**config.mk**
```make
export PLATFORM = sky130hd
export DESIGN_NAME = bus_arbiter_2to1
export DESIGN_NICKNAME = d
export VERILOG_FILES = /design/src/rtl/arb_pkg.sv /design/src/rtl/bus_mux2.sv /design/src/rtl/bus_arbiter_2to1.sv
export SDC_FILE = /design/constraint.sdc
export NUM_CORES = 1
export LEC_CHECK = 0
export BUFFER_PORTS_ARGS = -buffer_cell sky130_fd_sc_hd__buf_4
export CAP_MARGIN = 10
export CORE_UTILIZATION = 34
export CTS_CLUSTER_DIAMETER = 80
export DETAILED_ROUTE_END_ITERATION = 6
export PLACE_DENSITY_LB_ADDON = 0.25
export RECOVER_POWER = 25
export SLEW_MARGIN = 15
export SYNTH_ARGS = -nofsm -noshare
export SYNTH_HDL_FRONTEND = slang
export SYNTH_SLANG_ARGS = --single-unit
```
**constraint.sdc**
```tcl
create_clock -name i_clk -period 1.9 [get_ports i_clk]
set_input_delay 0 -clock i_clk [delete_from_list [all_inputs] [get_ports i_clk]]
set_output_delay 0 -clock i_clk [all_outputs]
set_load 0.01 [all_outputs]
```
**src/rtl/arb_pkg.sv**
```systemverilog
// Shared types and defaults for the two-requester bus arbiter.
// The lock feature in the top is built only when ARB_LOCK_EN is defined.
package arb_pkg;

    typedef enum logic [1:0] {
        IDLE = 2'd0,
        GNT0 = 2'd1,
        GNT1 = 2'd2
    } state_t;

    localparam int W_DEFAULT        = 16;
    localparam int MAX_LOCK_DEFAULT = 4;

endpackage

```
**src/rtl/bus_mux2.sv**
```systemverilog
// W-bit 2:1 word select for the arbiter output bus.
// Output is forced to zero whenever no word is being presented.
module bus_mux2
    import arb_pkg::*;
#(
    parameter int W = W_DEFAULT
) (
    input  logic         i_sel,
    input  logic         i_valid,
    input  logic [W-1:0] i_data0,
    input  logic [W-1:0] i_data1,
    output logic [W-1:0] o_data
);

    assign o_data = i_valid ? (i_sel ? i_data1 : i_data0) : '0;

endmodule

```
**src/rtl/bus_arbiter_2to1.sv**
```systemverilog
// Round-robin 2:1 bus arbiter with valid/ready downstream handshake.
// Define ARB_LOCK_EN to add lock0/lock1 inputs and the bounded lock counter.
//
// state | meaning
// IDLE  | no grant held; pick requester next cycle (tie goes to != last)
// GNT0  | requester 0 owns the bus
// GNT1  | requester 1 owns the bus
module bus_arbiter_2to1
    import arb_pkg::*;
#(
    parameter int W = W_DEFAULT
`ifdef ARB_LOCK_EN
    ,
    parameter int MAX_LOCK = MAX_LOCK_DEFAULT
`endif
) (
    input  logic         i_clk,
    input  logic         i_rst,
    input  logic         i_req0,
    input  logic [W-1:0] i_data0,
    input  logic         i_req1,
    input  logic [W-1:0] i_data1,
`ifdef ARB_LOCK_EN
    input  logic         i_lock0,
    input  logic         i_lock1,
`endif
    output logic         o_ack0,
    output logic         o_ack1,
    output logic         o_out_valid,
    output logic [W-1:0] o_out_data,
    input  logic         i_out_ready
);

    state_t r_state;
    state_t w_next;
    logic   r_last;
    logic   w_last_next;
    logic   w_ack0;
    logic   w_ack1;
    logic   w_valid;
    logic   w_sel;

`ifdef ARB_LOCK_EN
    localparam int LCW = $clog2(MAX_LOCK) + 1;
    localparam logic [LCW-1:0] LOCK_LIMIT = LCW'(MAX_LOCK - 1);

    logic [LCW-1:0] r_lock_cnt;
    logic [LCW-1:0] w_lock_cnt_next;
`endif

    always_comb begin
        w_next      = r_state;
        w_last_next = r_last;
        w_valid     = 1'b0;
        w_ack0      = 1'b0;
        w_ack1      = 1'b0;
`ifdef ARB_LOCK_EN
        w_lock_cnt_next = r_lock_cnt;
`endif
        case (r_state)
            IDLE: begin
                if (i_req0 && i_req1)
                    w_next = r_last ? GNT0 : GNT1;
                else if (i_req0)
                    w_next = GNT0;
                else if (i_req1)
                    w_next = GNT1;
            end
            GNT0: begin
                w_valid = i_req0;
                w_ack0  = i_req0 & i_out_ready;
                if (!i_req0) begin
                    w_next = IDLE;
                end else if (w_ack0) begin
                    w_last_next = 1'b0;
                    w_next      = i_req1 ? GNT1 : IDLE;
`ifdef ARB_LOCK_EN
                    // A waiting peer overrides the lock once the streak hits the limit.
                    if (i_lock0 && !((r_lock_cnt == LOCK_LIMIT) && i_req1)) begin
                        w_next = GNT0;
                        if (r_lock_cnt != LOCK_LIMIT)
                            w_lock_cnt_next = r_lock_cnt + 1'b1;
                    end
`endif
                end
            end
            GNT1: begin
                w_valid = i_req1;
                w_ack1  = i_req1 & i_out_ready;
                if (!i_req1) begin
                    w_next = IDLE;
                end else if (w_ack1) begin
                    w_last_next = 1'b1;
                    w_next      = i_req0 ? GNT0 : IDLE;
`ifdef ARB_LOCK_EN
                    if (i_lock1 && !((r_lock_cnt == LOCK_LIMIT) && i_req0)) begin
                        w_next = GNT1;
                        if (r_lock_cnt != LOCK_LIMIT)
                            w_lock_cnt_next = r_lock_cnt + 1'b1;
                    end
`endif
                end
            end
            default: w_next = IDLE;
        endcase
`ifdef ARB_LOCK_EN
        if (w_next != r_state)
            w_lock_cnt_next = '0;
`endif
        // Reset aborts the current transfer in the same cycle it is asserted.
        if (i_rst) begin
            w_valid = 1'b0;
            w_ack0  = 1'b0;
            w_ack1  = 1'b0;
        end
    end

    always_ff @(posedge i_clk) begin
        if (i_rst) begin
            r_state <= IDLE;
            r_last  <= 1'b1;
`ifdef ARB_LOCK_EN
            r_lock_cnt <= '0;
`endif
        end else begin
            r_state <= w_next;
            r_last  <= w_last_next;
`ifdef ARB_LOCK_EN
            r_lock_cnt <= w_lock_cnt_next;
`endif
        end
    end

    assign w_sel       = (r_state == GNT1);
    assign o_ack0      = w_ack0;
    assign o_ack1      = w_ack1;
    assign o_out_valid = w_valid;

    bus_mux2 #(.W(W)) u_mux (
        .i_sel   (w_sel),
        .i_valid (w_valid),
        .i_data0 (i_data0),
        .i_data1 (i_data1),
        .o_data  (o_out_data)
    );

endmodule

```
==> impl_metrics.yaml <==
layout:
  fillers: 127
  antenna_cells: 0
  seq_area_um2: 60.1
  final_net_count: 174
  syn2layout_area_growth_pct: 87.6
  multi_input_area_um2: 428
  layout_common_cells: "buf_4 (55), nor2_1 (18), mux2i_1 (17)"
  final_common_cell: "buf_4"
  drive_above_1_share_pct: 45.8
clocking:
  cts_buffers: 3
  cts.sinks: 3
  post_cts_buffers: 0
  h-tree-depth: 1
  cts_resized: 0
  clk-insertion-delay-late_ns: 0.24
  clock_path_buffers: 2
  cts_hold_buf: 1
  clockRootBuffer: "clkbuf_4"
  cts_tree: "built"
  cts.clk_slew.worst_paths_ns: 0.04
timing:
  final_max_slew_viol_count: 0
  worst_slack_ns: 0.166
  fin_crit_sh_pct: 91.3
  grt_setup_unrepaired: "no"
  maxSlewHeadroom_pct: 71.3
  min_period_ns: 1.73
  setup_violations: 0
  worstMarginPinSlew_ns: 0.429
  fin_tns_setup_ns: 0
  final_hold_viol_count: 0
  fin_skew_ns: 0.00667
  fmax_mhz: 577
die:
  die-area_um2: 1710
  die_w_um: 41.3
  ios: 56
  core.rowCount: 13
  die_y_um: 41.3
  coreArea_um2: 1370
  start_util_pct: 38.5
power_and_ir_drop:
  p_per_area_nw_per_um2: 429
  vdd_drop_max_uv: 191
  p_leak_nw: 0.499
critical_path:
  slowest_delay_ns: 0.48
  crit_arrival_ns: 1.91
  slowest_stage: "or4_1"
  crit_chain: "inv_1 -> ha_1 -> a22oi_2 -> o32ai_1 -> or4_1 -> a21oi_1"
  crit_type: "reg2reg"
  critPathMaxFanout: 4
  crit_path_end_kind: "register"
  start_kind: "register"
  required_ns: 2.07
yosys:
  synth.cell_area_um2: 526
  synth_cells: 72
  syn-mean-instance-area_um2: 7.30
  syn-num-nets: 114
  netlist-cell-type-count: 22
  yosysWarnings: 0
  ys_seq_elements: 3
  synth_seq_area_share_pct: 11.4
flow_run:
  maxCapViolCount: 0
worst_hold_path:
  hold_class: "in2reg"
placement:
  routabilityCongestion: 0.703
  io_buffers: 55
  pre_cts_ws_ns: 0.164
  hpwlAfterDp_um: 1370
routing:
  ant_nets: 0
  drc: 0
  drt_iter0_drc: 12
  viasPerCell: 4.84
  routed_wl_um: 1690
  dr.pass1.iters: 2
  wire_per_inst_um: 11.5
  vias: 706
grt:
  grt_max_degree: 18
  antenna_found_initial: 0
  grt_util_all_layers_pct: 21.9
  grt_pass1_wl_um: 2410
  globalRouteOverflowTotal: 0
  grt_pass1_vias: 594
outcome:
  outcome: "complete, no violations"
==> routing by layer <==
| layer | wire (um) | up-vias | track usage (%) | share of wire, % |
|---|---|---|---|---|
| met5 | 0 | - | 0 | 0 |
| met4 | 10 | 0 | 9.68 | 0.59 |
| met3 | 138 | 2 | 6.91 | 8.2 |
| met2 | 892 | 35 | 42.2 | 53 |
| met1 | 643 | 302 | 20.8 | 38 |
| li1 | - | 367 | - | - |
==> logic make-up after synthesis <==
| family | share of synthesized area (%) |
|---|---|
| AO/OA/AOI/OAI | 12.1 |
| adder cells (fa/ha/maj) | 11.9 |
| buffers and inverters | 7.14 |
| flip-flops | 11.4 |
| multiplexers | 32.4 |
| AND/OR/NAND/NOR | 25.0 |
==> flip-flops by register name, indices dropped and copies added, names as in the netlist <==
signal / cells
r_state: 2
r_last: 1
==> per-stage QoR <==
step	std cells	utilization, %	total power [mW]	instance area, um2	hold WS (ns)
after floorplan	72	-	0.212	526	0.0691
after global placement	141	70.1	0.300	957	0.167
after detailed placement	141	70.1	0.307	957	0.173
after CTS	146	72.7	0.433	993	0.132
after global routing	146	72.2	0.459	986	0.156
final	146	72.2	0.423	986	0.145
==> cell type report <==
class	instances	area share (%)
multi-input cells	60	43.4
flip-flops and latches	3	6.09
repair buffers	58	43.7
inverters	6	2.28
well taps	15	1.90
clock buffers	4	2.66
==> where the power goes <==
part	internal [mW]	total, mW	switching (mW)	leakage, nW
clock network	0.0791	0.118	0.0386	0.0150
registers	0.0718	0.0795	0.00772	0.0247
logic	0.129	0.226	0.0969	0.459
==> path summary, 6_finish.rpt <==
path | slack (ns) | to | cells past startpoint | from
setup / recovery | 0.17 | r_state[0] | 6 | r_state[0]
hold / removal | 0.15 | r_state[0] | 4 | i_out_ready
setup reg to reg | 0.17 | r_state[0] | 6 | r_state[0]
hold reg to reg | 0.48 | r_last | 2 | r_last
==> Yosys cell counts <==
cell | count | area, um2
o32ai_1 | 1 | 8.76
a211oi_1 | 1 | 7.51
inv_1 | 5 | 18.8
mux2i_1 | 17 | 170
o21ai_0 | 1 | 5.00
a22oi_2 | 1 | 12.5
nor2b_1 | 1 | 6.26
or4_1 | 1 | 7.51
dfxtp_1 | 3 | 60.1
nand2b_1 | 2 | 12.5
nand2_1 | 5 | 18.8
nand3b_1 | 1 | 7.51
buf_2 | 3 | 15.0
inv_2 | 1 | 3.75
and2_1 | 1 | 6.26
nand3_1 | 1 | 5.00
nor2_1 | 18 | 67.6
o2111ai_1 | 1 | 8.76
ha_1 | 5 | 62.6
a21oi_1 | 1 | 5.00
a2bb2oi_1 | 1 | 8.76
o21a_1 | 1 | 7.51
==> critical path, delay by kind of cell, from the launching register on <==
family	cells	cell delay, ns
AND/OR/NAND/NOR	1	0.48
AO/OA/AOI/OAI	3	0.46
buffers and inverters	1	0.10
flip-flops	1	0.37
adder cells (fa/ha/maj)	1	0.25
No activity file was read; power rests on OpenSTA's default activity.
